## src/rtl/ttt_board_ctrl.sv

```systemverilog
// ---------------------------------------------------------------------------
// ttt_board_ctrl
//
// Tic-tac-toe game state between the PS/2 mouse controller and the pixel
// generator. Left-button edges on a board cell place the current player's
// mark. Right-button edges start a new game. Wins and draws are detected
// one cycle after each placement.
//
// Parameters
//   X0, Y0  top-left corner of the board in pixels
//   CELL    cell side in pixels (board is 3*CELL square)
//
// Ports
//   clk          system clock
//   rst          asynchronous active-high reset
//   mouse_x/y    cursor position (10 bit), synchronous to clk
//   mouse_left   left button level
//   mouse_right  right button level (rising edge = new game)
//   board        packed board, cell i at [2i+1:2i], 00 empty / 01 X / 10 O
//   turn_x       1 = X to move, 0 = O to move
//   winner       00 none, 01 X, 10 O, 11 draw
//   game_over    high while the game is finished
//   place_pulse  one-cycle strobe when a mark is written
//   last_cell    index of the most recently placed cell, 4'hF = none
//
// state | meaning
// ------+------------------------------------------------------------
// PLAY  | waiting for a click on an empty cell (or a new-game request)
// CHECK | one cycle: evaluate lines for the mark just placed
// OVER  | game finished, only a new-game request is accepted
// ---------------------------------------------------------------------------
module ttt_board_ctrl #(
   parameter int X0   = 80,
   parameter int Y0   = 0,
   parameter int CELL = 160
) (
   input  logic        clk,
   input  logic        rst,
   input  logic [9:0]  mouse_x,
   input  logic [9:0]  mouse_y,
   input  logic        mouse_left,
   input  logic        mouse_right,
   output logic [17:0] board,
   output logic        turn_x,
   output logic [1:0]  winner,
   output logic        game_over,
   output logic        place_pulse,
   output logic [3:0]  last_cell
);

   typedef enum logic [1:0] {
      PLAY  = 2'd0,
      CHECK = 2'd1,
      OVER  = 2'd2
   } state_t;

   // Boundaries extended to 11 bits so X0+3*CELL can never wrap.
   localparam logic [10:0] X_B0 = 11'(X0);
   localparam logic [10:0] X_B1 = 11'(X0 + CELL);
   localparam logic [10:0] X_B2 = 11'(X0 + 2 * CELL);
   localparam logic [10:0] X_B3 = 11'(X0 + 3 * CELL);
   localparam logic [10:0] Y_B0 = 11'(Y0);
   localparam logic [10:0] Y_B1 = 11'(Y0 + CELL);
   localparam logic [10:0] Y_B2 = 11'(Y0 + 2 * CELL);
   localparam logic [10:0] Y_B3 = 11'(Y0 + 3 * CELL);

   state_t      state_q;
   state_t      state_d;

   logic        left_q;
   logic        right_q;
   logic        left_rise;
   logic        right_rise;

   logic [17:0] board_q;
   logic        turn_x_q;
   logic [1:0]  winner_q;
   logic        place_pulse_q;
   logic [3:0]  last_cell_q;
   logic [3:0]  move_cnt_q;

   logic [10:0] x_ext;
   logic [10:0] y_ext;
   logic [1:0]  col;
   logic [1:0]  row;
   logic        in_board;
   logic [3:0]  cell_idx;
   logic        cell_empty;

   logic [1:0]  mark;
   logic [8:0]  mine;
   logic        line_win;
   logic        board_full;

   logic        do_clear;
   logic        do_place;
   logic        do_win;
   logic        do_draw;
   logic        do_toggle;

   // ---------------------------------------------------------------- edges
   assign left_rise  = mouse_left  & ~left_q;
   assign right_rise = mouse_right & ~right_q;

   // ---------------------------------------------------------- cell decode
   assign x_ext = {1'b0, mouse_x};
   assign y_ext = {1'b0, mouse_y};

   always_comb begin
      col = 2'd0;
      if (x_ext >= X_B2)
         col = 2'd2;
      else if (x_ext >= X_B1)
         col = 2'd1;

      row = 2'd0;
      if (y_ext >= Y_B2)
         row = 2'd2;
      else if (y_ext >= Y_B1)
         row = 2'd1;
   end

   assign in_board = (x_ext >= X_B0) && (x_ext < X_B3) &&
                     (y_ext >= Y_B0) && (y_ext < Y_B3);

   // row*3 + col, built from shifts and adds
   assign cell_idx = {2'b00, row} + {1'b0, row, 1'b0} + {2'b00, col};

   always_comb begin
      cell_empty = 1'b0;
      for (int i = 0; i < 9; i++) begin
         if (cell_idx == 4'(i))
            cell_empty = (board_q[2*i +: 2] == 2'b00);
      end
   end

   // ----------------------------------------------------------- line check
   // turn_x has not toggled yet while in CHECK, so it still names the mover.
   assign mark = turn_x_q ? 2'b01 : 2'b10;

   always_comb begin
      mine = '0;
      for (int i = 0; i < 9; i++)
         mine[i] = (board_q[2*i +: 2] == mark);
   end

   assign line_win = (mine[0] & mine[1] & mine[2]) |
                     (mine[3] & mine[4] & mine[5]) |
                     (mine[6] & mine[7] & mine[8]) |
                     (mine[0] & mine[3] & mine[6]) |
                     (mine[1] & mine[4] & mine[7]) |
                     (mine[2] & mine[5] & mine[8]) |
                     (mine[0] & mine[4] & mine[8]) |
                     (mine[2] & mine[4] & mine[6]);

   assign board_full = (move_cnt_q == 4'd9);

   // ------------------------------------------------------ state register
   always_ff @(posedge clk or posedge rst) begin
      if (rst)
         state_q <= PLAY;
      else
         state_q <= state_d;
   end

   // ------------------------------------------------------ next-state
   always_comb begin
      state_d = state_q;
      case (state_q)
         PLAY: begin
            if (!right_rise && left_rise && in_board && cell_empty)
               state_d = CHECK;
         end
         CHECK: begin
            if (line_win || board_full)
               state_d = OVER;
            else
               state_d = PLAY;
         end
         OVER: begin
            if (right_rise)
               state_d = PLAY;
         end
         default: state_d = PLAY;
      endcase
   end

   // ------------------------------------------------------ FSM outputs
   always_comb begin
      do_clear  = 1'b0;
      do_place  = 1'b0;
      do_win    = 1'b0;
      do_draw   = 1'b0;
      do_toggle = 1'b0;
      game_over = 1'b0;
      case (state_q)
         PLAY: begin
            // A same-cycle right edge takes priority and drops the left edge.
            do_clear = right_rise;
            do_place = !right_rise && left_rise && in_board && cell_empty;
         end
         CHECK: begin
            do_win    = line_win;
            do_draw   = !line_win && board_full;
            do_toggle = !line_win && !board_full;
         end
         OVER: begin
            game_over = 1'b1;
            do_clear  = right_rise;
         end
         default: ;
      endcase
   end

   // ------------------------------------------------------ datapath
   always_ff @(posedge clk or posedge rst) begin
      if (rst) begin
         left_q        <= 1'b0;
         right_q       <= 1'b0;
         board_q       <= '0;
         turn_x_q      <= 1'b1;
         winner_q      <= 2'b00;
         place_pulse_q <= 1'b0;
         last_cell_q   <= 4'hF;
         move_cnt_q    <= 4'd0;
      end else begin
         // Edge history tracks in every state so a held button never re-fires.
         left_q        <= mouse_left;
         right_q       <= mouse_right;
         place_pulse_q <= do_place;

         if (do_clear) begin
            board_q     <= '0;
            turn_x_q    <= 1'b1;
            winner_q    <= 2'b00;
            last_cell_q <= 4'hF;
            move_cnt_q  <= 4'd0;
         end

         if (do_place) begin
            for (int i = 0; i < 9; i++) begin
               if (cell_idx == 4'(i))
                  board_q[2*i +: 2] <= mark;
            end
            last_cell_q <= cell_idx;
            move_cnt_q  <= move_cnt_q + 4'd1;
         end

         if (do_win)
            winner_q <= mark;
         if (do_draw)
            winner_q <= 2'b11;
         if (do_toggle)
            turn_x_q <= ~turn_x_q;
      end
   end

   assign board       = board_q;
   assign turn_x      = turn_x_q;
   assign winner      = winner_q;
   assign place_pulse = place_pulse_q;
   assign last_cell   = last_cell_q;

endmodule

```

## config.mk

```make
export PLATFORM = sky130hd
export DESIGN_NAME = ttt_board_ctrl
export DESIGN_NICKNAME = d
export VERILOG_FILES = /design/src/rtl/ttt_board_ctrl.sv
export SDC_FILE = /design/constraint.sdc
export NUM_CORES = 1
export LEC_CHECK = 0
export ABC_AREA = 0
export ABC_CLOCK_PERIOD_IN_PS = 2500
export CAP_MARGIN = 20
export CORE_MARGIN = 10
export CORE_UTILIZATION = 40
export CTS_CLUSTER_DIAMETER = 50
export DETAILED_ROUTE_END_ITERATION = 12
export GPL_ROUTABILITY_DRIVEN = 0
export PLACE_DENSITY_LB_ADDON = 0.08
export SYNTH_ARGS = -nofsm -noshare
export SYNTH_HDL_FRONTEND = slang
export SYNTH_SLANG_ARGS = --single-unit
export TNS_END_PERCENT = 1
```

## constraint.sdc

```tcl
create_clock -name clk -period 2.5 [get_ports clk]
set_input_delay 0.5 -clock clk [delete_from_list [all_inputs] [get_ports clk]]
set_output_delay 0.5 -clock clk [all_outputs]
set_load 0.01 [all_outputs]
```

==> impl_metrics.sql <==
INSERT INTO impl_metrics (metric_group, metric, value, unit) VALUES
('flow_run', 'cap_violations', '0', ''),
('synthesis', 'part_of_the_yosys_area_used_for_sequential_elements', '42.49', '%'),
('synthesis', 'synth-warning-count', '0', ''),
('cells_and_area', 'finish.cell_count_without_fillers', '362', ''),
('setup_path', 'setup.reg_to_reg.worst_slack', '0.30', 'ns'),
('setup_path', 'r2r-end', 'board[2]$_DFF_PP0_', ''),
('synthesis', 'synth_seq_cells', '34', ''),
('setup_path', 'required_worst_endpoint', '2.67', 'ns'),
('cells_and_area', 'layout.cells.most_common_list', 'nand2_1, clkdlybuf4s50_1, dfrtp_1', ''),
('route', 'detailedRoute.firstPassIterationCount', '4', ''),
('setup_path', 'worst_setup_path_end_kind', 'flip-flop', ''),
('clock_tree', 'clk_transition_reported_paths', '0.07', 'ns'),
('floorplanning', 'placementRows', '25', ''),
('setup_path', 'critPathBufInv', '3', ''),
('route', 'drc_violation_count_after_routing', '0', ''),
('setup_path', 'critical_path.most_common_cell', 'buf_6', ''),
('cells_and_area', 'footprint_of_the_multi_input_gates', '1257', 'µm²'),
('timing', 'totalNegativeSetupSlack', '-29.00', 'ns'),
('synthesis', 'syn_inst', '220', ''),
('setup_path', 'worstPathMaxFanout', '5', ''),
('synthesis', 'async_reset_ff_share', '100.0', '%'),
('cells_and_area', 'fin_nets', '324', ''),
('clock_tree', 'cts.path.max_buffers', '2', ''),
('cells_and_area', 'regArea', '857.1', 'µm²'),
('setup_path', 'ff2ff_path_depth', '7', ''),
('power', 'power.static_leakage', '0.001247', 'µW'),
('floorplanning', 'die_w', '91.01', 'µm'),
('synthesis', 'dominant_combinational_cell_family_by_area_after_synthesis', 'simple AND/OR/NAND/NOR gates', ''),
('clock_tree', 'numClockSinks', '34', ''),
('route', 'via_count', '1913', ''),
('cells_and_area', 'drive_above_1_share', '27.12', '%'),
('floorplanning', 'floorplan.die_area', '8283', 'µm²'),
('clock_tree', 'ctsRootBufferMaster', 'clkbuf_8', ''),
('route', 'detailedRoute.firstIterationViolations', '118', ''),
('timing', 'max_clock_freq', '276.7', 'MHz'),
('synthesis', 'synth_xor_area_share', '0', '%'),
('setup_path', 'maximum_single_stage_delay_on_the_critical_path', '0.56', 'ns'),
('setup_path', 'cp_slowest_cell', 'or4b_4', ''),
('status', 'failed_checks', 'setup timing', ''),
('grt', 'antenna_found_initial', '0', ''),
('cells_and_area', 'core_occupancy_in_the_finished_layout', '62.47', '%'),
('floorplanning', 'core_area', '4817', 'µm²'),
('setup_path', 'critical_path.cell_chain', 'buf_6, or3_4, a31o_4, fa_1, ha_2, fa_2, or4b_4, o22a_1, nand4_4, a41oi_4, buf_6, clkbuf_16, mux2i_1', ''),
('timing', 'worst_slack', '-1.114', 'ns'),
('timing', 'final-hold-violation-count', '0', ''),
('timing', 'worst_slew_pin_slew', '0.4948', 'ns'),
('worst_hold_path', 'holdPathStages', '1', ''),
('timing', 'setup_viol', '28', ''),
('cells_and_area', 'final_common_cell', 'nand2_1', ''),
('synthesis', 'synth-compound-area-share', '20.84', '%'),
('setup_path', 'crit_start', 'mouse_x[5]', ''),
('cells_and_area', 'antenna_cells', '0', ''),
('synthesis', 'syn_avg_cell_area', '9.168', 'µm²'),
('route', 'drt.antenna.violating_nets', '0', ''),
('grt', 'grt_pass1_wl', '9501', 'µm'),
('timing', 'final.setup_skew', '0.01070', 'ns'),
('setup_path', 'timing.setup.critical_path_class', 'input port to flip-flop', ''),
('synthesis', 'synth_fa_ha_area_share', '4.467', '%'),
('worst_hold_path', 'hold_start', 'move_cnt_q[2]$_DFFE_PP0P_', ''),
('timing', 'rsz0062_at_grt', 'true', ''),
('grt', 'globalRouteTotalUtil', '13.98', '%'),
('route', 'vias_per_cell', '5.285', ''),
('setup_path', 'start_kind', 'input port', ''),
('clock_tree', 'number_of_buffers_inserted_during_clock_tree_synthesis', '5', ''),
('cells_and_area', 'nFillCells', '429', ''),
('setup_path', 'timing.rr.start', 'state_q[1]$_DFFE_PP0P_', ''),
('synthesis', 'number_of_enable_flip_flop_cells_after_synthesis', '0', ''),
('power', 'post-layout-total-power', '1309', 'µW'),
('grt', 'grt_start_max_net_pins', '35', ''),
('worst_hold_path', 'hold_path_class', 'flip-flop to flip-flop', ''),
('status', 'run_status', 'finished, violations left', '');
## how the worst max path moves through the flow
stage | end | slack [ns] | cells past startpoint
floorplan | move_cnt_q[3]$_DFFE_PP0P_ | -1.15 | 12
global route | board[2]$_DFF_PP0_ | -1.21 | 12
CTS | last_cell[1]$_DFFE_PP1P_ | -1.16 | 14
global placement | move_cnt_q[1]$_DFFE_PP0P_ | -1.75 | 12
finish | move_cnt_q[0]$_DFFE_PP0P_ | -1.11 | 13
detailed placement | last_cell[1]$_DFFE_PP1P_ | -1.83 | 14
## timing repair
| item | 4_1_cts | 5_1_grt |
|---|---|---|
| hold buffers | 0 | 0 |
| buffers inserted | 2 | 1 |
| endpoints found under the setup margin | 28 | 28 |
| resized for setup | 41 | 15 |
| gates cloned | 0 | 1 |
| pin swaps | 13 | 12 |
## cell type report
class                           count  area share [%]
Inverter                            8          0.9979
Multi-Input combinational cell    172           41.79
Clock inverter                      1          0.2495
Clock buffer                        7           2.536
Tap cell                           67           2.786
Timing Repair Buffer               73           23.16
Sequential cell                    34           28.48
## cells by family (layout without fill, tap and decap cells)
group,after synthesis,after routing
compound gates,59,59
mux,5,5
fa+ha+maj,6,6
simple gates,102,102
flops,34,34
buf+inv,14,89
## Yosys cell counts (2+ instances only)
cell / n / area (µm²)
a21boi_0: 2 / 15.01
a21oi_1: 11 / 55.05
a22o_1: 2 / 17.52
a22oi_1: 8 / 60.06
a41oi_1: 2 / 17.52
and2_1: 2 / 12.51
and3b_1: 2 / 17.52
buf_2: 2 / 10.01
clkbuf_1: 3 / 11.26
dfrtp_1: 29 / 725.7
dfstp_2: 5 / 131.4
fa_1: 2 / 40.04
ha_1: 4 / 50.05
inv_1: 8 / 30.03
mux2i_1: 5 / 50.05
nand2_1: 37 / 138.9
nand2b_1: 3 / 18.77
nand3_1: 3 / 15.01
nand4_1: 3 / 18.77
nor2_1: 18 / 67.56
nor2b_1: 13 / 81.33
nor3_1: 5 / 25.02
nor3_2: 2 / 20.02
nor3b_1: 4 / 30.03
o21ai_0: 14 / 70.07
o22ai_1: 2 / 12.51
o31ai_1: 7 / 52.55
o31ai_2: 2 / 25.02
or3_1: 2 / 12.51
## sequential cells by signal (all words and copies together) (netlist names)
register,count
right_q,1
left_q,1
turn_x,1
board,18
winner,2
place_pulse,1
move_cnt_q,4
last_cell,4
state_q,2
## metrics by stage
stage                     worst slack, ns  hold slack, ns  cell area, µm²
after floorplan                    -1.149          0.4578            2023
after global placement             -1.745          0.4985            2708
after detailed placement           -1.826          0.5060            2708
after CTS                          -1.164          0.5218            2905
final                              -1.114          0.5253            3009
after global routing               -1.208          0.5544            3009
## report_power, final
part / internal [µW] / total, µW / switching (µW)
clock network: 197 / 401 / 204
logic: 148 / 322 / 174
registers: 568 / 586 / 17.6
total: 913 / 1310 / 396
## per-layer routing
| layer | part of all wire (%) | routed length (µm) | global-route usage [%] |
|---|---|---|---|
| met5 | 0 | 0 | 0 |
| met2 | 46 | 2725 | 21.60 |
| met1 | 46 | 2687 | 18.11 |
| met3 | 6.8 | 403 | 4.362 |
| met4 | 1.5 | 87 | 4.569 |
(Power assumes the default switching activity.)
